--- config.mk ---
export PLATFORM = sky130hd
export DESIGN_NAME = aes_inv_round_ctrl
export DESIGN_NICKNAME = d
export VERILOG_FILES = /design/src/rtl/aes_inv_round_ctrl.sv
export SDC_FILE = /design/constraint.sdc
export NUM_CORES = 1
export LEC_CHECK = 0
export CAP_MARGIN = 20
export CORE_AREA = 4 4 254 256
export DETAILED_ROUTE_END_ITERATION = 16
export DIE_AREA = 0 0 258 260
export PLACE_DENSITY = 0.47
export RECOVER_POWER = 100
export SYNTH_ARGS = -nofsm -noshare
export SYNTH_HDL_FRONTEND = slang
export SYNTH_SLANG_ARGS = --single-unit
--- constraint.sdc ---
create_clock -name clk -period 4.3 [get_ports clk]
set_clock_uncertainty 0.1 [all_clocks]
set_input_delay 0.43 -clock clk [delete_from_list [all_inputs] [get_ports clk]]
set_output_delay 0.43 -clock clk [all_outputs]
set_load 0.03 [all_outputs]
--- src/rtl/aes_inv_round_ctrl.sv ---
// -----------------------------------------------------------------------------
// aes_inv_round_ctrl
//
// Purpose:
//   Control unit for an iterative AES inverse cipher that runs one round per
//   clock. It owns the 128-bit state register, the round counter and the
//   round-key index sequencing, and it implements the valid/ready handshakes
//   on both sides. The inverse-round datapath (inv_shift_rows ->
//   inv_sub_bytes -> add_round_key -> inv_mix_columns) sits outside this
//   block and is purely combinational. This block feeds that datapath from
//   the state register and loads its result back on every round.
//
//   Block flow:
//     IDLE  : request key NR, accept ciphertext, apply the initial AddRoundKey
//     ROUND : request key cnt, load the datapath result, count cnt down to 0
//     DONE  : present plaintext until the consumer takes it
//
// Parameters:
//   NR      number of rounds (10/12/14 for AES-128/192/256)
//   KIDX_W  width of the round-key index; 2**KIDX_W must exceed NR
//
// Ports:
//   clk          system clock, rising edge
//   rst          asynchronous reset, active-high
//   i_flush      synchronous abort; the block is dropped and the FSM returns to IDLE
//   i_valid      ciphertext block valid
//   o_in_ready   ready for a ciphertext block (IDLE only, never during flush)
//   i_data       ciphertext block
//   o_key_idx    round-key index requested this cycle
//   i_round_key  round key for o_key_idx, returned combinationally
//   o_rnd_data   state presented to the inverse-round datapath
//   o_last_rnd   last round: the datapath bypasses inv_mix_columns
//   i_rnd_data   inverse-round datapath result
//   o_valid      plaintext valid
//   i_ready      downstream ready
//   o_data       plaintext (the same register as o_rnd_data)
//   o_busy       high while a block is in ROUND or DONE
//   i_key_valid  (AES_KEY_VALID_EN only) the key for o_key_idx is available
//
// Configuration macro:
//   AES_KEY_VALID_EN  adds i_key_valid. The accept step and every round
//                     update wait for it. While it is low, the state and the
//                     key index hold.
// -----------------------------------------------------------------------------
module aes_inv_round_ctrl #(
    parameter int NR     = 10,
    parameter int KIDX_W = 4
) (
    input  logic              clk,
    input  logic              rst,
    input  logic              i_flush,
    input  logic              i_valid,
    output logic              o_in_ready,
    input  logic [127:0]      i_data,
    output logic [KIDX_W-1:0] o_key_idx,
    input  logic [127:0]      i_round_key,
    output logic [127:0]      o_rnd_data,
    output logic              o_last_rnd,
    input  logic [127:0]      i_rnd_data,
    output logic              o_valid,
    input  logic              i_ready,
`ifdef AES_KEY_VALID_EN
    input  logic              i_key_valid,
`endif
    output logic [127:0]      o_data,
    output logic              o_busy
);

    typedef enum logic [1:0] {
        ST_IDLE  = 2'd0,
        ST_ROUND = 2'd1,
        ST_DONE  = 2'd2
    } state_t;

    // The initial AddRoundKey uses key NR. The rounds then count down from NR-1.
    localparam logic [KIDX_W-1:0] KIDX_INIT  = KIDX_W'(NR);
    localparam logic [KIDX_W-1:0] KIDX_FIRST = KIDX_W'(NR - 1);
    localparam logic [KIDX_W-1:0] KIDX_ZERO  = {KIDX_W{1'b0}};
    localparam logic [KIDX_W-1:0] KIDX_ONE   = {{(KIDX_W-1){1'b0}}, 1'b1};

    state_t              state_r;
    state_t              state_nxt_s;
    logic [KIDX_W-1:0]   cnt_r;
    logic [KIDX_W-1:0]   cnt_nxt_s;
    logic [127:0]        data_r;
    logic [127:0]        data_nxt_s;
    logic                key_ok_s;
    logic                cnt_zero_s;

`ifdef AES_KEY_VALID_EN
    assign key_ok_s = i_key_valid;
`else
    assign key_ok_s = 1'b1;
`endif

    assign cnt_zero_s = (cnt_r == KIDX_ZERO);

    // State, round-counter and block registers, with asynchronous reset to the idle values
    always_ff @(posedge clk or posedge rst) begin
        if (rst) begin
            state_r <= ST_IDLE;
            cnt_r   <= KIDX_ZERO;
            data_r  <= 128'd0;
        end else begin
            state_r <= state_nxt_s;
            cnt_r   <= cnt_nxt_s;
            data_r  <= data_nxt_s;
        end
    end

    // Next-state logic. A flush wins over everything and keeps the block register contents.
    always_comb begin
        state_nxt_s = state_r;
        cnt_nxt_s   = cnt_r;
        data_nxt_s  = data_r;
        if (i_flush) begin
            state_nxt_s = ST_IDLE;
            cnt_nxt_s   = KIDX_ZERO;
        end else begin
            case (state_r)
                ST_IDLE: begin
                    if (i_valid && key_ok_s) begin
                        data_nxt_s  = i_data ^ i_round_key;
                        cnt_nxt_s   = KIDX_FIRST;
                        state_nxt_s = ST_ROUND;
                    end else begin
                        state_nxt_s = ST_IDLE;
                    end
                end
                ST_ROUND: begin
                    if (key_ok_s) begin
                        data_nxt_s = i_rnd_data;
                        if (cnt_zero_s) begin
                            state_nxt_s = ST_DONE;
                        end else begin
                            cnt_nxt_s = cnt_r - KIDX_ONE;
                        end
                    end else begin
                        state_nxt_s = ST_ROUND;
                    end
                end
                ST_DONE: begin
                    // The handshake returns to IDLE only. The next block is taken one cycle later.
                    if (i_ready) begin
                        state_nxt_s = ST_IDLE;
                    end else begin
                        state_nxt_s = ST_DONE;
                    end
                end
                default: begin
                    state_nxt_s = ST_IDLE;
                    cnt_nxt_s   = KIDX_ZERO;
                end
            endcase
        end
    end

    // Output decode from the state register. o_in_ready also depends on flush and key availability.
    always_comb begin
        o_in_ready = 1'b0;
        o_key_idx  = KIDX_INIT;
        o_last_rnd = 1'b0;
        o_valid    = 1'b0;
        o_busy     = 1'b0;
        case (state_r)
            ST_IDLE: begin
                o_in_ready = ~i_flush & key_ok_s;
            end
            ST_ROUND: begin
                o_key_idx  = cnt_r;
                o_last_rnd = cnt_zero_s;
                o_busy     = 1'b1;
            end
            ST_DONE: begin
                o_valid = 1'b1;
                o_busy  = 1'b1;
            end
            default: begin
                o_busy = 1'b0;
            end
        endcase
    end

    // The datapath operand and the plaintext both come from the block register.
    assign o_rnd_data = data_r;
    assign o_data     = data_r;

endmodule

==> summary.txt, run 1 <==
====================================================================================================
Total power                                                                                  8.05 mW
Area used by multi-input combinational logic                                              3690 sq um
Post-synth net total                                                                           1,404
Power density of the placed cells                                                        524 nW/um^2
Commonest cells in the synthesized netlist                                              dfrtp_1, nor2_1, a21oi_1
Number of remaining DRC errors                                                                     0
Horiz. Die Dim                                                                                258 um
Library cell occupying the most area in the post-synthesis netlist                           dfrtp_1
Worst setup path class                                                                  flop to output pin
Detailed-routing iteration count for the pre-antenna-repair pass                                   4
Clock tree from TritonCTS                                                                      built
Top cells by area in the synthesized netlist                                            dfrtp_1, xnor2_1, buf_4, a21oi_1, nor2_1
Sum of negative setup slack                                                                     0 ns
Total global routing track utilization                                                         10.5%
Layout Area Growth over Synthesis                                                              84.3%
Placed wire-length estimate after detailed placement                                         29.8 mm
Count leader, synth                                                                          dfrtp_1
Max Freq                                                                                     313 MHz
Setup repair after global routing missed its margin                                            false
Height of the die                                                                             260 um
Top cell type's share of synthesized area                                                      40.2%
Main flop type after synthesis                                                               dfrtp_1
Total vias in the final route                                                                  8,274
Clock Latency Late Sink                                                                      0.46 ns
Setup violation total in the final timing report                                                   0
Number of filler cells placed in the layout                                                    6,832
Violations in the final reports                                                         capacitance limit, slew limit
Number of warnings reported in the yosys synthesis log                                             0
Kind of capture point of the worst setup path                                             output pin
Max Slew Vio Count                                                                                63
Synth Area per Inst                                                                       8.26 sq um
Setup WS pre-CTS                                                                             1.74 ns
Leak Pwr                                                                                     6.28 nW
Total number of H-tree levels                                                                      4
Clk buf depth                                                                                      2
Proportion of synthesized chip area in sequential cells                                        40.2%
Ratio of routed vias to standard cells                                                          3.51
TritonCTS sink count                                                                             134
Max IR drop VDD                                                                           0.000283 V
Number of nets at the end of the flow                                                          1,894
Number of global-route vias before repair                                                      8,459
Remaining antenna violation count after routing                                                    0
Initial antenna violation count                                                                    0
Total inserted antenna cells                                                                       0
Count of endpoints failing hold in the final timing report                                         0
Status                                                                                  finished with violations
Post-synth cell types                                                                             28
Total number of placement rows                                                                    92
Number of cells on the worst reg-to-reg path                                                       8
Pin count of the biggest net entering global routing                                             139
Initial detailed-routing violation count                                                         324
Syn Std Cell Area                                                                         8340 sq um
Flop and latch count out of synthesis                                                            134
Overflow left after global routing                                                                 0
Share of layout cells above drive strength 1                                                   2.91%
Worst Setup Slack, final                                                                     1.11 ns
Post-synth EDFFs                                                                                   0
Worst EP required                                                                            3.77 ns
Effective utilization at floorplan                                                             13.3%
Gp weighted congestion                                                                         0.805
Buffer count from post-CTS setup fixing                                                            0
Arrival time worst endpoint                                                                  2.66 ns
Hold-fix buffers at CTS                                                                            0
Normalized max-slew margin                                                                    -78.3%
Routed wire length per instance                                                              15.6 um
Hold path cells                                                                                    2
Wire length of the first global-routing pass                                                 53.0 mm
Critical Path Fanout Max                                                                         137
Total die area                                                                          67,100 sq um
# port buffers                                                                                   652
Number of instances in the synthesized netlist                                                 1,010
Clock-pin slew reported for the worst setup and hold paths after clock tree synthesis        0.07 ns
Final wirelength                                                                             36.9 mm
Transition time of the tightest slew-check pin                                               2.67 ns
Floorplan core area                                                                     62,500 sq um
Number of maximum-capacitance violations                                                           1
Classification of the worst-slack hold path                                             flop to flop
Final core occ                                                                                 24.6%
Nature of the critical path startpoint                                                          flop
Asr flop ratio synth                                                                            100%
Cells resized by post-CTS repair                                                                   0
Number of buffers added by the clock tree synthesis step                                          17
Post-route worst hold slack                                                                 0.403 ns
Crit path time final                                                                         3.19 ns
Top-Level Pins                                                                                   653
Root buffer cell                                                                           clkbuf_16
Register area                                                                             3350 sq um
Period Utilization, post-route                                                                 74.3%
====================================================================================================
==> sequential cells by signal, indices dropped and copies added (netlist names) <==
signal	cells
cnt_r	4
o_data	128
state_r	2
==> worst max-delay path, cell delays in order (launching register included) <==
cell and delay [ns]:
dfrtp_1 0.40, inv_1 0.11, ha_1 0.34, buf_12 0.37
and2_1 0.21, dlygate4sd3_1 0.74
==> area by class of cell <==
class / count / share of cell area (%)
clock inverters: 10 / 0.928
repair buffers: 658 / 43.1
clock buffers: 22 / 3.15
inverters: 5 / 0.122
multi-input cells: 684 / 24.0
flip-flops and latches: 134 / 21.8
well taps: 846 / 6.89
==> logic make-up after synthesis <==
group                    share of synthesized area [%]
AND/OR/NAND/NOR                                   13.8
AO/OA/AOI/OAI                                     16.2
buffers and inverters                             15.3
multiplexers                                     0.255
XOR/XNOR                                          13.4
adder cells (fa/ha/maj)                          0.750
flip-flops                                        40.2
==> final timing paths <==
kind,start,end,slack (ns)
hold reg to reg,o_data[85],o_data[85],0.40
min in group asynchronous,rst,o_data[106],1.26
setup / recovery,state_r[1],o_key_idx[2],1.11
max in group asynchronous,rst,o_data[63],1.26
setup reg to reg,state_r[1],o_data[62],1.28
hold / removal,o_data[85],o_data[85],0.40
==> layout by cell type, fill, tap and decap left out, types with 3 or more instances in the layout <==
| cell | instances |
|---|---|
| a21oi_1 | 132 |
| buf_12 | 4 |
| bufinv_16 | 3 |
| clkbuf_16 | 17 |
| clkbuf_8 | 4 |
| clkdlybuf4s50_1 | 388 |
| dfrtp_1 | 134 |
| dlygate4sd3_1 | 264 |
| ha_1 | 5 |
| inv_1 | 5 |
| nand2_1 | 126 |
| nand2_2 | 5 |
| nand2b_1 | 7 |
| nor2_1 | 133 |
| nor2b_1 | 4 |
| o21ai_0 | 117 |
| o21ai_1 | 12 |
| xnor2_1 | 128 |
==> per-layer routing <==
layer / share of wire, % / routed length (um) / GRT usage (%)
met1: 38 / 14000 / 11.3
met2: 53 / 19400 / 19.0
met3: 7.7 / 2860 / 3.68
met4: 1.7 / 621 / 3.35
met5: 0 / 0 / 0
==> where the power goes <==
| group | total (mW) | internal, mW | switching, mW |
|---|---|---|---|
| Clock | 1.59 | 0.976 | 0.618 |
| Sequential | 2.07 | 1.68 | 0.397 |
| Combinational | 4.38 | 1.70 | 2.69 |
| Total | 8.05 | 4.35 | 3.70 |
==> through the flow <==
stage / area [sq um] / instances
2_1_floorplan: 8340 / 1010
3_3_place_gp: 14800 / 2327
5_1_grt: 15400 / 2359
3_5_place_dp: 14800 / 2327
6_report: 15400 / 2359
4_1_cts: 15400 / 2359
Power figures use the tool's default switching activity.
==> run 2, diff against run 1 <==
==> constraint.sdc (replaced) <==
create_clock -name clk -period 2.7 [get_ports clk]
set_clock_uncertainty 0.1 [all_clocks]
set_input_delay 0.27 -clock clk [delete_from_list [all_inputs] [get_ports clk]]
set_output_delay 0.27 -clock clk [all_outputs]
set_load 0.03 [all_outputs]
==> run 2 against run 1 <==
- the flow still finishes with violations (capacitance limit, slew limit)
- first-iteration DRC count down 11%
- die area unchanged
- count of clock-buffer cells in the layout down 2
- final area up 0.56%
- hold slack worse by 0.048 ns
- critical path depth down 1
- sequential power up 61%
- sequential cell count unchanged
- critical path type unchanged
- largest power group unchanged
==> summary.txt, run 2 (synthesis gave the netlist of run 1 again) <==
====================================================================================================
Status                                                                                  finished with violations
Violations in the final reports                                                         capacitance limit, slew limit
Max Slew Vio Count                                                                               136   +120%
Total number of H-tree levels                                                                      4   unchanged
Flip-flop count of the largest register, all copies and words added                              128   unchanged
Kind of cell adding the most delay to the critical path                                 buffers and inverters
Worst-path cell with the longest stage delay                                            clkdlybuf4s50_1
Height of the die                                                                             260 um   unchanged
Effective utilization at floorplan                                                             13.3%   unchanged
Final wirelength                                                                             37.7 mm   +2.3%
Share of layout cells above drive strength 1                                                   4.33%   +1.4 points
Sum of negative setup slack                                                                     0 ns   unchanged
Normalized max-slew margin                                                                    -17.8%   +60 points
Top library cells by usage in the layout, fill and taps aside                           clkdlybuf4s50_1, dlygate4sd3_1, dfrtp_1
Total global routing track utilization                                                         10.8%   +0.38 points
Leak Pwr                                                                                     6.30 nW   +0.34%
Clk buf depth                                                                                      2   unchanged
Kind of capture point of the worst setup path                                             output pin
Top-Level Pins                                                                                   653   unchanged
Number of buffers added by the clock tree synthesis step                                          17   unchanged
Number of nets at the end of the flow                                                          1,907   +0.69%
TritonCTS sink count                                                                             134   unchanged
Total vias in the final route                                                                  8,368   +1.1%
Remaining antenna violation count after routing                                                    0   unchanged
Total number of placement rows                                                                    92   unchanged
Buffer count from post-CTS setup fixing                                                            0   unchanged
Initial detailed-routing violation count                                                         287   -11%
Transition time of the tightest slew-check pin                                               1.77 ns   -0.906 ns
Ordered list of cells on the worst path                                                 inv_1 > ha_1 > nor2b_1 > clkdlybuf4s50_1
Clock tree from TritonCTS                                                                      built
# port buffers                                                                                   652   unchanged
Max IR drop VDD                                                                           0.000439 V   +55%
Ratio of routed vias to standard cells                                                          3.53   +0.58%
Root buffer cell                                                                           clkbuf_16
Floorplan core area                                                                     62,500 sq um   unchanged
Critical Path Fanout Max                                                                           6   -96%
Power density of the placed cells                                                        834 nW/um^2   +59%
Arrival time worst endpoint                                                                  2.22 ns   -0.44 ns
Final core occ                                                                                 24.7%   +0.14 points
Crit path time final                                                                         2.59 ns
Period Utilization, post-route                                                                 95.8%
Classification of the worst-slack hold path                                             primary input to flop
Initial antenna violation count                                                                    0   unchanged
Count of endpoints failing hold in the final timing report                                         0   unchanged
Delay contributed by the slowest stage of the critical path                                  0.72 ns   -0.02 ns
Total inserted antenna cells                                                                       0   unchanged
Overflow left after global routing                                                                 0   unchanged
Wire length of the first global-routing pass                                                 54.9 mm   +3.5%
Setup violation total in the final timing report                                                   0   unchanged
Worst EP required                                                                            2.33 ns   -1.44 ns
Total die area                                                                          67,100 sq um   unchanged
Layout Area Growth over Synthesis                                                              85.3%
Number of maximum-capacitance violations                                                           2   +1
Setup repair after global routing missed its margin                                            false
Number of global-route vias before repair                                                      8,770   +3.7%
Gp weighted congestion                                                                         0.795   -1.2%
Placed wire-length estimate after detailed placement                                         31.3 mm   +4.8%
Worst setup path class                                                                  flop to output pin
Most common library cell in the layout ignoring fill and taps                           clkdlybuf4s50_1
Horiz. Die Dim                                                                                258 um   unchanged
Buffers and inverters on the worst path                                                            2   -1
Nature of the critical path startpoint                                                          flop
Routed wire length per instance                                                              15.9 um   +1.7%
Max Freq                                                                                     387 MHz
Clock-pin slew reported for the worst setup and hold paths after clock tree synthesis        0.06 ns   about the same
Detailed-routing iteration count for the pre-antenna-repair pass                                   4   unchanged
Hold-fix buffers at CTS                                                                            0   unchanged
Clock Latency Late Sink                                                                      0.45 ns   about the same
Pin count of the biggest net entering global routing                                             116   -17%
Number of remaining DRC errors                                                                     0   unchanged
====================================================================================================
## run 2: changes by cell type in the layout (fill, tap and decap cells not counted), sizes merged
cell	change
buf	+5
clkbuf	+7
clkinv	-3
clkinvlp	+4
dlygate4sd3	-1
inv	+1
## run 2: stage by stage
stage	cell area [sq um]	power [mW]	cells	worst slack [ns]	hold WS [ns]
final	15500	12.9	2372	0.113	0.354
after global routing	15500	13.6	2372	0.00714	0.324
after CTS	15600	13.8	2372	0.00581	0.139
after detailed placement	14900	11.1	2340	0.534	0.401
after global placement	14900	11.1	2340	0.550	0.397
after floorplan	8340	7.99	1010	0.665	0.351
## run 2: report_power, final
| group | internal, mW | total, mW | switching, mW |
|---|---|---|---|
| registers | 2.67 | 3.34 | 0.671 |
| logic | 2.72 | 7.02 | 4.30 |
| clock network | 1.54 | 2.53 | 0.997 |
| total | 6.92 | 12.9 | 5.97 |
## run 2: cell type report
class,instances,area [sq um]
clock inverter,12,164
tap,846,1060
fill,6780,47100
sequential,134,3350
inverter,5,20.0
timing repair buffer,671,6670
clock buffer,20,467
multi-input combinational,684,3720
## run 2: timing repair
item | 4_1_cts | 5_1_grt
endpoints found under the hold margin | 0 | 0
setup endpoints to repair | 0 | 1
resized for setup | 0 | 1
## run 2: tightest hold or removal path: cells and delay by family
family                 cells  cell delay [ns]
AOI/OAI and AO/OA          2             0.20
buffers and inverters      1             0.39
## run 2: routing by layer
| layer | GRT usage (%) | share of wire (%) | vias up |
|---|---|---|---|
| li1 | - | - | 4181 |
| met4 | 2.83 | 1.2 | 0 |
| met2 | 19.6 | 52 | 351 |
| met5 | 0 | 0 | - |
| met1 | 12.3 | 39 | 3811 |
| met3 | 3.60 | 7.4 | 25 |
## run 2: path summary, 6_finish.rpt
check                                      from           to  slack, ns  cells past startpoint
worst max-delay path                 state_r[0]   o_in_ready       0.11                      4
worst min-delay path            i_rnd_data[102]  o_data[102]       0.35                      3
worst max register to register       state_r[0]   o_data[23]       0.21                      7
worst min register to register       o_data[68]   o_data[68]       0.40                      2
max in group asynchronous                   rst   o_data[48]       0.57                      3
min in group asynchronous                   rst  o_data[103]       0.74                      3
